===== config.mk =====
export PLATFORM = sky130hd
export DESIGN_NAME = ir_err_engine
export DESIGN_NICKNAME = d
export VERILOG_FILES = /design/src/rtl/ir_err_pkg.sv /design/src/rtl/ir_err_sm.sv /design/src/rtl/ir_err_engine.sv
export SDC_FILE = /design/constraint.sdc
export NUM_CORES = 1
export LEC_CHECK = 0
export BUFFER_PORTS_ARGS = -buffer_cell sky130_fd_sc_hd__buf_2
export CAP_MARGIN = 20
export CORE_ASPECT_RATIO = 1.25
export CORE_UTILIZATION = 50
export CTS_CLUSTER_SIZE = 30
export DETAILED_ROUTE_END_ITERATION = 10
export PLACE_DENSITY = 0.69
export SYNTH_ARGS = -nofsm -noshare
export SYNTH_HDL_FRONTEND = slang
export SYNTH_HIERARCHICAL = 1
export SYNTH_SLANG_ARGS = --single-unit
export TNS_END_PERCENT = 30

===== constraint.sdc =====
create_clock -name clk -period 5.7 [get_ports clk]
set_clock_uncertainty 0.15 [all_clocks]
set_input_delay 0.855 -clock clk [delete_from_list [all_inputs] [get_ports clk]]
set_output_delay 0.855 -clock clk [all_outputs]
set_load 0.02 [all_outputs]

===== src/rtl/ir_err_pkg.sv =====
// ir_err_pkg: shared types, default sizes and width helpers for the IR error engine.
package ir_err_pkg;

    typedef enum logic [1:0] {
        ST_IDLE  = 2'd0,
        ST_ACCUM = 2'd1,
        ST_OUT   = 2'd2
    } state_t;

    localparam int DEF_NUM_PAIRS = 4;
    localparam int DEF_IR_W      = 12;
    localparam int DEF_ERR_W     = 16;

    // Accumulator width: worst case sum of 2^k*(2^irW-1) over numPairs pairs,
    // plus one sign bit, so no intermediate result can wrap.
    function automatic int accWidth(input int irW, input int numPairs);
        return irW + numPairs + 1;
    endfunction

    // Sensor index width: counts 0..2*numPairs-1, kept at least 2 bits so the
    // pair field (index without its LSB) is never empty.
    function automatic int idxWidth(input int numPairs);
        return $clog2(2 * numPairs) + 1;
    endfunction

endpackage


===== src/rtl/ir_err_sm.sv =====
// ir_err_sm: control FSM and sensor-index counter for the IR error engine.
// Walks IDLE -> ACCUM (one sensor per cycle) -> OUT -> IDLE.
import ir_err_pkg::*;

module ir_err_sm #(
    parameter int NUM_PAIRS = DEF_NUM_PAIRS,
    parameter int IDX_W     = idxWidth(NUM_PAIRS)
) (
    input  logic             clk,
    input  logic             rst,
    input  logic             i_irVld,
    input  logic             i_errVld,
    output logic [IDX_W-1:0] o_idx,
    output logic             o_accept,
    output logic             o_accStep,
    output logic             o_outStep,
    output logic             o_busy
);

    localparam logic [IDX_W-1:0] LAST_IDX = IDX_W'(2 * NUM_PAIRS - 1);

    state_t           r_state;
    logic [IDX_W-1:0] r_idx;
    logic             w_busy;

    // Busy covers the whole computation plus the cycle the result is presented,
    // so a strobe coincident with err_vld is also rejected.
    assign w_busy    = (r_state != ST_IDLE) || i_errVld;
    assign o_busy    = w_busy;
    assign o_accept  = i_irVld && !w_busy;
    assign o_accStep = (r_state == ST_ACCUM);
    assign o_outStep = (r_state == ST_OUT);
    assign o_idx     = r_idx;

    // State and sensor index advance; index restarts at R0 on every accepted strobe.
    always_ff @(posedge clk or posedge rst) begin
        if (rst) begin
            r_state <= ST_IDLE;
            r_idx   <= '0;
        end else begin
            case (r_state)
                ST_IDLE: begin
                    if (o_accept) begin
                        r_state <= ST_ACCUM;
                        r_idx   <= '0;
                    end
                end
                ST_ACCUM: begin
                    if (r_idx == LAST_IDX) begin
                        r_state <= ST_OUT;
                        r_idx   <= '0;
                    end else begin
                        r_idx <= r_idx + 1'b1;
                    end
                end
                ST_OUT: begin
                    r_state <= ST_IDLE;
                end
                default: begin
                    r_state <= ST_IDLE;
                    r_idx   <= '0;
                end
            endcase
        end
    end

endmodule


===== src/rtl/ir_err_engine.sv =====
// ir_err_engine: weighted left/right IR error, sum of 2^k*(R[k]-L[k]),
// accumulated one sensor per cycle, saturated and optionally 2-tap averaged.
import ir_err_pkg::*;

module ir_err_engine #(
    parameter int NUM_PAIRS = DEF_NUM_PAIRS,
    parameter int IR_W      = DEF_IR_W,
    parameter int ERR_W     = DEF_ERR_W
) (
    input  logic                      clk,
    input  logic                      rst,
    input  logic [NUM_PAIRS*IR_W-1:0] ir_r,
    input  logic [NUM_PAIRS*IR_W-1:0] ir_l,
    input  logic                      ir_vld,
    input  logic                      filt_en,
    input  logic                      clr_ovr,
    output logic signed [ERR_W-1:0]   error,
    output logic                      err_vld,
    output logic                      busy,
    output logic                      overrun,
    output logic                      sat
);

    localparam int ACC_W  = accWidth(IR_W, NUM_PAIRS);
    localparam int IDX_W  = idxWidth(NUM_PAIRS);
    localparam int PAIR_W = IDX_W - 1;
    localparam int EXT_W  = ((ACC_W > ERR_W) ? ACC_W : ERR_W) + 1;

    localparam logic signed [EXT_W-1:0] SAT_MAX = {{(EXT_W-ERR_W+1){1'b0}}, {(ERR_W-1){1'b1}}};
    localparam logic signed [EXT_W-1:0] SAT_MIN = {{(EXT_W-ERR_W+1){1'b1}}, {(ERR_W-1){1'b0}}};

    logic [NUM_PAIRS*IR_W-1:0] r_capR;
    logic [NUM_PAIRS*IR_W-1:0] r_capL;
    logic signed [ACC_W-1:0]   r_acc;
    logic signed [ERR_W-1:0]   r_error;
    logic                      r_errVld;
    logic                      r_overrun;
    logic                      r_sat;

    logic [IDX_W-1:0]          w_idx;
    logic [PAIR_W-1:0]         w_pair;
    logic                      w_side;
    logic                      w_accept;
    logic                      w_accStep;
    logic                      w_outStep;
    logic                      w_busy;
    logic [IR_W-1:0]           w_sel;
    logic [ACC_W-1:0]          w_term;
    logic signed [EXT_W-1:0]   w_accExt;
    logic                      w_clipHi;
    logic                      w_clipLo;
    logic [ERR_W-1:0]          w_satVal;
    logic signed [ERR_W:0]     w_filtSum;
    logic [ERR_W-1:0]          w_next;

    ir_err_sm #(
        .NUM_PAIRS (NUM_PAIRS),
        .IDX_W     (IDX_W)
    ) u_sm (
        .clk       (clk),
        .rst       (rst),
        .i_irVld   (ir_vld),
        .i_errVld  (r_errVld),
        .o_idx     (w_idx),
        .o_accept  (w_accept),
        .o_accStep (w_accStep),
        .o_outStep (w_outStep),
        .o_busy    (w_busy)
    );

    // Even index = right reading of the pair, odd index = left reading.
    assign w_pair = w_idx[IDX_W-1:1];
    assign w_side = w_idx[0];

    // Pick the captured reading addressed by the current sensor index.
    always_comb begin
        w_sel = '0;
        for (int k = 0; k < NUM_PAIRS; k++) begin
            if (w_pair == PAIR_W'(k)) begin
                w_sel = w_side ? r_capL[k*IR_W +: IR_W] : r_capR[k*IR_W +: IR_W];
            end
        end
    end

    assign w_term = {{(ACC_W-IR_W){1'b0}}, w_sel} << w_pair;

    // Saturation compares at a width wider than both accumulator and output.
    assign w_accExt = {{(EXT_W-ACC_W){r_acc[ACC_W-1]}}, r_acc};
    assign w_clipHi = (w_accExt > SAT_MAX);
    assign w_clipLo = (w_accExt < SAT_MIN);
    assign w_satVal = w_clipHi ? {1'b0, {(ERR_W-1){1'b1}}} :
                      w_clipLo ? {1'b1, {(ERR_W-1){1'b0}}} :
                                 w_accExt[ERR_W-1:0];

    // Averaging filter: one extra bit for the sum, arithmetic shift gives floor.
    assign w_filtSum = {r_error[ERR_W-1], r_error} + {w_satVal[ERR_W-1], w_satVal};
    assign w_next    = filt_en ? w_filtSum[ERR_W:1] : w_satVal;

    // Capture readings on accept, accumulate one term per cycle, publish in OUT.
    always_ff @(posedge clk or posedge rst) begin
        if (rst) begin
            r_capR   <= '0;
            r_capL   <= '0;
            r_acc    <= '0;
            r_error  <= '0;
            r_errVld <= 1'b0;
        end else begin
            if (w_accept) begin
                r_capR <= ir_r;
                r_capL <= ir_l;
                r_acc  <= '0;
            end else if (w_accStep) begin
                r_acc <= w_side ? (r_acc - w_term) : (r_acc + w_term);
            end
            if (w_outStep) begin
                r_error <= w_next;
            end
            r_errVld <= w_outStep;
        end
    end

    // Sticky status flags; a set event in the same cycle as clear takes priority.
    always_ff @(posedge clk or posedge rst) begin
        if (rst) begin
            r_overrun <= 1'b0;
            r_sat     <= 1'b0;
        end else begin
            if (ir_vld && w_busy) begin
                r_overrun <= 1'b1;
            end else if (clr_ovr) begin
                r_overrun <= 1'b0;
            end
            if (w_outStep && (w_clipHi || w_clipLo)) begin
                r_sat <= 1'b1;
            end else if (clr_ovr) begin
                r_sat <= 1'b0;
            end
        end
    end

    assign error   = r_error;
    assign err_vld = r_errVld;
    assign busy    = w_busy;
    assign overrun = r_overrun;
    assign sat     = r_sat;

endmodule


-- Word level (Yosys, flattened, before mapping)
Index checks and enable logic that the tools add are counted.
- add/subtract/negate cells: 4
- magnitude comparators: 2
- equality and inequality tests: 8
- shifts and indexed selects: 1
- muxes and demuxes: 23
- bitwise gates (word level): 1
- reduce and logical (&&, ||, !) cells: 14
- operators with widths (kind ; count):
    12-bit 2-to-1 mux ; 8
    17-bit 2-to-1 mux ; 3
    16-bit 2-to-1 mux ; 3
    16-bit by 16-bit adder with 17-bit output ; 1
    17-bit adder ; 1
    17-bit by 16-bit greater-than comparator with 1-bit output (second input constant) ; 1
    17-bit by 16-bit < comparator with 1-bit output (second input constant) ; 1
    12-bit by 3-bit << shifter with 17-bit output ; 1
    17-bit subtractor ; 1
    4-bit one-hot mux with 3 select lines ; 1
    4-bit 2-to-1 mux ; 2
    2-bit nonzero test ; 4
    3-bit by 2-bit == test with 1-bit output (second input constant) ; 2
    4-bit by 1-bit adder with 4-bit output (second input constant) ; 1
    4-bit by 3-bit == test with 1-bit output (second input constant) ; 1
    2-bit 2-to-1 mux ; 2
    2-bit one-hot mux with 2 select lines ; 1
    2-bit AND reduction ; 2
    3-bit by 1-bit == test with 1-bit output (second input constant) ; 1
    1-bit logical AND ; 3
    3-bit zero test ; 1
    1-bit 2-to-1 mux ; 3
    2-bit by 1-bit == test with 1-bit output (second input constant) ; 1
    2-bit == test (second input constant) ; 1
    other kinds (6) ; 7
- bits in registers: 138
- input port bits: 101
- output and inout port bits: 20
- word-level logic and storage cells: 62

-- Longest topological paths before layout
- word-level depth: 10
- depth in mapped cells: 20
- depth with buffers taken out: 16

-- Cells and area by module
Netlist, hierarchy kept.
- modules (own cells, without submodules) (module ; instances ; cells an instance ; area each (um^2) ; seq. area each (um^2)):
    ir_err_engine ; 1 ; 717 ; 7881.3 ; 3303.2
    ir_err_sm ; 1 ; 32 ; 324.1 ; 150.1

-- Worst setup path after synthesis
Ideal clock, no wire load.
- path type: register -> register
- from: reg u_sm.r_idx[0] (netlist: u_sm/o_idx[0])
- to: reg r_acc[16]
- library setup time: 125 ps
- arrival time: 4152 ps
- data required time: 5425 ps
- slack: 1274 ps
- cell stages (with the launch flop): 18
- path buffers: 3
- period minus slack after synthesis: 4426 ps
- cell sequence: dfrtp_1 buf_6 buf_6 buf_4 mux4_2 and2_1 inv_1 ha_1 mux2_2 fa_1 nor2b_1 o31a_1 nor2b_1 o31ai_1 a311oi_1 or3b_2 mux2i_1 mux2_2
- longest elaborated chain between the ends: 10
- elaborated cells on any way between the ends: 14
- classes of those cells: add/sub (2); shift (1); mux (11)
- ends and longest elaborated chain (element ; line ; text):
    start: declaration ; ir_err_sm.sv:23 ; logic [IDX_W-1:0] r_idx;
    start signal: assignment ; ir_err_sm.sv:53 ; r_idx <= r_idx + 1'b1;
    12-bit 2-to-1 mux ; ir_err_engine.sv:80 ; w_sel = w_side ? r_capL[k*IR_W +: IR_W] : r_capR[k*IR_W +: IR_W];
    12-bit 2-to-1 mux (4 in series) ; ir_err_engine.sv:79 ; if (w_pair == PAIR_W'(k)) begin
    12-bit by 3-bit << shifter with 17-bit output ; ir_err_engine.sv:85 ; assign w_term = {{(ACC_W-IR_W){1'b0}}, w_sel} << w_pair;
    17-bit adder / 17-bit subtractor (equally long branches) ; ir_err_engine.sv:113 ; r_acc <= w_side ? (r_acc - w_term) : (r_acc + w_term);
    17-bit 2-to-1 mux (*) ; ir_err_engine.sv:113 ;
    17-bit 2-to-1 mux (*) ; ir_err_engine.sv:112 ; end else if (w_accStep) begin
    17-bit 2-to-1 mux (*) ; ir_err_engine.sv:108 ; if (w_accept) begin
    end signal: assignment ; ir_err_engine.sv:113 ;
    end: declaration ; ir_err_engine.sv:34 ; logic signed [ACC_W-1:0] r_acc;
Every way passes the cells marked *; elsewhere a longest branch is shown, timed or not. The select of a mux whose other input is x is not followed.
A chain may end at the register's enable or synchronous reset.

-- Worst setup path in the final report
- from: reg u_sm.r_idx[2] (netlist: u_sm/o_idx[2])
- to: reg r_acc[16]
- longest elaborated chain between the ends: 10
- elaborated cells on any way between the ends: 14
- classes of those cells: add/sub (2); eq/ne (3); shift (1); mux (7); reduce/logical (1)
- ends and longest elaborated chain (element ; line):
    3-bit zero test ; ir_err_engine.sv:79
    12-bit 2-to-1 mux (4 in series) ; ir_err_engine.sv:79
    12-bit by 3-bit << shifter with 17-bit output (*) ; ir_err_engine.sv:85
    17-bit adder / 17-bit subtractor (equally long branches) ; ir_err_engine.sv:113
    17-bit 2-to-1 mux (*) ; ir_err_engine.sv:113
    17-bit 2-to-1 mux (*) ; ir_err_engine.sv:112
    17-bit 2-to-1 mux (*) ; ir_err_engine.sv:108
Marks and branches as above.

==> metrics <==
top cells by area, synth dfrtp_1 (42%), mux2_2 (14%), ha_1 (5.0%), nor2_1 (3.8%), mux2i_1 (3.5%); number of antenna-violating nets in the routed design 0; main flop type after synthesis dfrtp_1; RR Startpoint u_sm/o_idx[2]; fmax 202 MHz; timing startpoint of the critical path u_sm/o_idx[2]; WL per Instance 16.8 µm; Critical Path End Type flip-flop; number of clock sinks 138; count of port buffers added during placement 120; Post-Syn Area 8210 µm²; RSZ-0062 raised after global routing no; Slew headroom 0.431; Hold Crit Class in -> async; Clock Latency Late Sink 0.43 ns; CTS max path bufs 2; crit-path max cell delay 0.69 ns; nets@finish 993; drt drc 0; die width 117 µm; post-synth top area share 0.421; asr flop ratio synth 1.00; gr ovfl total 0; CP Data Required Time 5.86 ns; reg2reg setup slack 0.76 ns; Ant. Diodes 0; CTS tree done; status finished clean; Post-synth EDFFs 0; critical path arrival 5.10 ns; CORE AREA 16100 µm²; Detailed Place HPWL 13.5 mm; synthesized area per cell 11.0 µm²; area leader, netlist dfrtp_1; I/O pins 121; initial antenna violation count 1; CP dominant cell by count mux2i_1; vias per cell 5.58; largest net degree at the start of global routing 91; Worst-path clk slew 0.06 ns; hold_buf cts 0; post-CTS setup buffer count 0; kind of critical path reg -> reg; P&R area growth vs syn 15.9%; Slowest-stage cell, CP dfrtp_1; WL final 18.2 mm; Critical Path Fanout Max 16; most instantiated library cell after synthesis dfrtp_1; Critical R2R Capture r_acc[16]; Worst Tran Pin Value 0.850 ns; Pins Over Slew Limit 0; share of cells above drive strength 1 0.342; DR vias 6048; cts bufs inserted 17; H-tree levels 4; TNS Setup 0 ns; top post-synthesis cells by count dfrtp_1 (138), mux2_2 (103), nor2_1 (84), a21oi_1 (38), o21ai_0 (34); period utilization 0.866; Syn Nets 885; final setup vio count 0; Max Cap Viol 0; crit path launch type flip-flop; sequential fraction of the synthesis area 0.421; Post-Synthesis Cells 749; placer congestion estimate 0.869; total global-route track usage 0.234; minimum clock period 4.94 ns; row cnt 52; crit path to r_acc[16]; R2R depth 15; post-CTS resize count 0; first-pass GRT wire length 30.5 mm; worst-path cell chain mux4_2 > mux2i_1 > nor2_1 > and2b_2 > and4_2 > and2_1 > a21oi_1 > xnor2_1 > ha_1 > nand3_1 > o31ai_1 > a311oi_1 > or3b_2 > mux2i_1 > mux2_2; vias in the first global route 6089; Yosys reg bits 138; DRT iter0 DRCs 388; Die Height 145 µm; initial core utilization 0.509; die area 16900 µm²; Final Hold Vio Count 0; Yosys warning total 6; Yosys cell types 76; first-pass iteration count of the detailed router 4; CTS root buf clkbuf_16
-- worst min-delay path by stage --
stage,start,endpoint,slack (ns)
floorplan,r_capR[14],r_capR[14],0.32
global placement,r_capL[15],r_capL[15],0.34
detailed placement,r_capL[6],r_capL[6],0.34
CTS,rst,u_sm/r_state[0],0.25
global route,rst,u_sm/r_state[0],0.26
finish,rst,u_sm/r_state[0],0.25
-- layout make-up --
cell class | count | area, µm²
fillers | 1442 | 6620
multi-input cells | 548 | 4420
flip-flops and latches | 138 | 3450
repair buffers | 129 | 708
clock buffers | 17 | 425
well taps | 216 | 270
clock inverters | 13 | 145
inverters | 23 | 91.3
-- cells by family (layout without fill, tap and decap cells) --
family | count (synthesis) | in the layout | share of synthesized area
buffers and inverters | 63 | 182 | 0.0409
xor gates and xnor gates | 28 | 28 | 0.0299
DFF | 138 | 138 | 0.421
muxes | 146 | 146 | 0.217
AOI/OAI and AO/OA | 149 | 149 | 0.116
adders and majority gates | 36 | 36 | 0.0564
and+or+nand+nor | 189 | 189 | 0.118
-- cells in the final DEF, fill, tap and decap left out, types with 9 or more instances in the layout --
| cell | netlist | routed |
|---|---|---|
| dfrtp_1 | 138 | 137 |
| buf_2 | 2 | 120 |
| mux2_2 | 103 | 103 |
| nor2_1 | 84 | 84 |
| a21oi_1 | 38 | 38 |
| o21ai_0 | 34 | 34 |
| ha_1 | 33 | 33 |
| mux2i_1 | 29 | 29 |
| nand2_1 | 23 | 23 |
| inv_1 | 23 | 21 |
| clkbuf_16 | 0 | 17 |
| xnor2_1 | 16 | 16 |
| nor2b_1 | 15 | 15 |
| xor2_1 | 12 | 12 |
| a31oi_1 | 10 | 10 |
| nor3_1 | 9 | 9 |
-- flip-flops by register name, indices dropped and copies added (netlist names) --
register	count
r_capL	48
u_sm/o_idx	4
r_capR	48
error	16
u_sm/r_state	2
err_vld	1
sat	1
r_acc	17
overrun	1
-- per-layer routing --
layer  wire length (µm)  vias up  share of wire  global-route usage
li1                   -     2945              -                   -
met1               7550     2919           0.41               0.285
met2               9220      145           0.51               0.388
met3                912       37          0.050              0.0618
met4                523        2          0.029              0.0949
met5                 10        -        0.00055                   0
-- stage by stage --
step           utilization  cells  instance area, µm²  setup WS, ns  hold slack [ns]
6_report             0.589   1084                9510         0.762            0.255
5_1_grt              0.589   1084                9510         0.448            0.260
4_1_cts              0.586   1082                9460         0.788            0.245
3_5_place_dp         0.551   1052                8890         0.821            0.340
3_3_place_gp         0.551   1052                8890         0.913            0.337
2_1_floorplan            -    749                8210          1.17            0.322
-- worst max-delay path, delay by kind of cell (launching register included) --
kind	cells	cell delay [ns]
muxes	4	1.32
xor gates and xnor gates	1	0.14
adders and majority gates	1	0.32
DFF	1	0.69
and+or+nand+nor	6	1.39
AOI/OAI and AO/OA	3	0.79
Power is left out: the tool's default activity adds up to more than one toggle a clock period on the data nets, which glitch-free logic cannot reach.
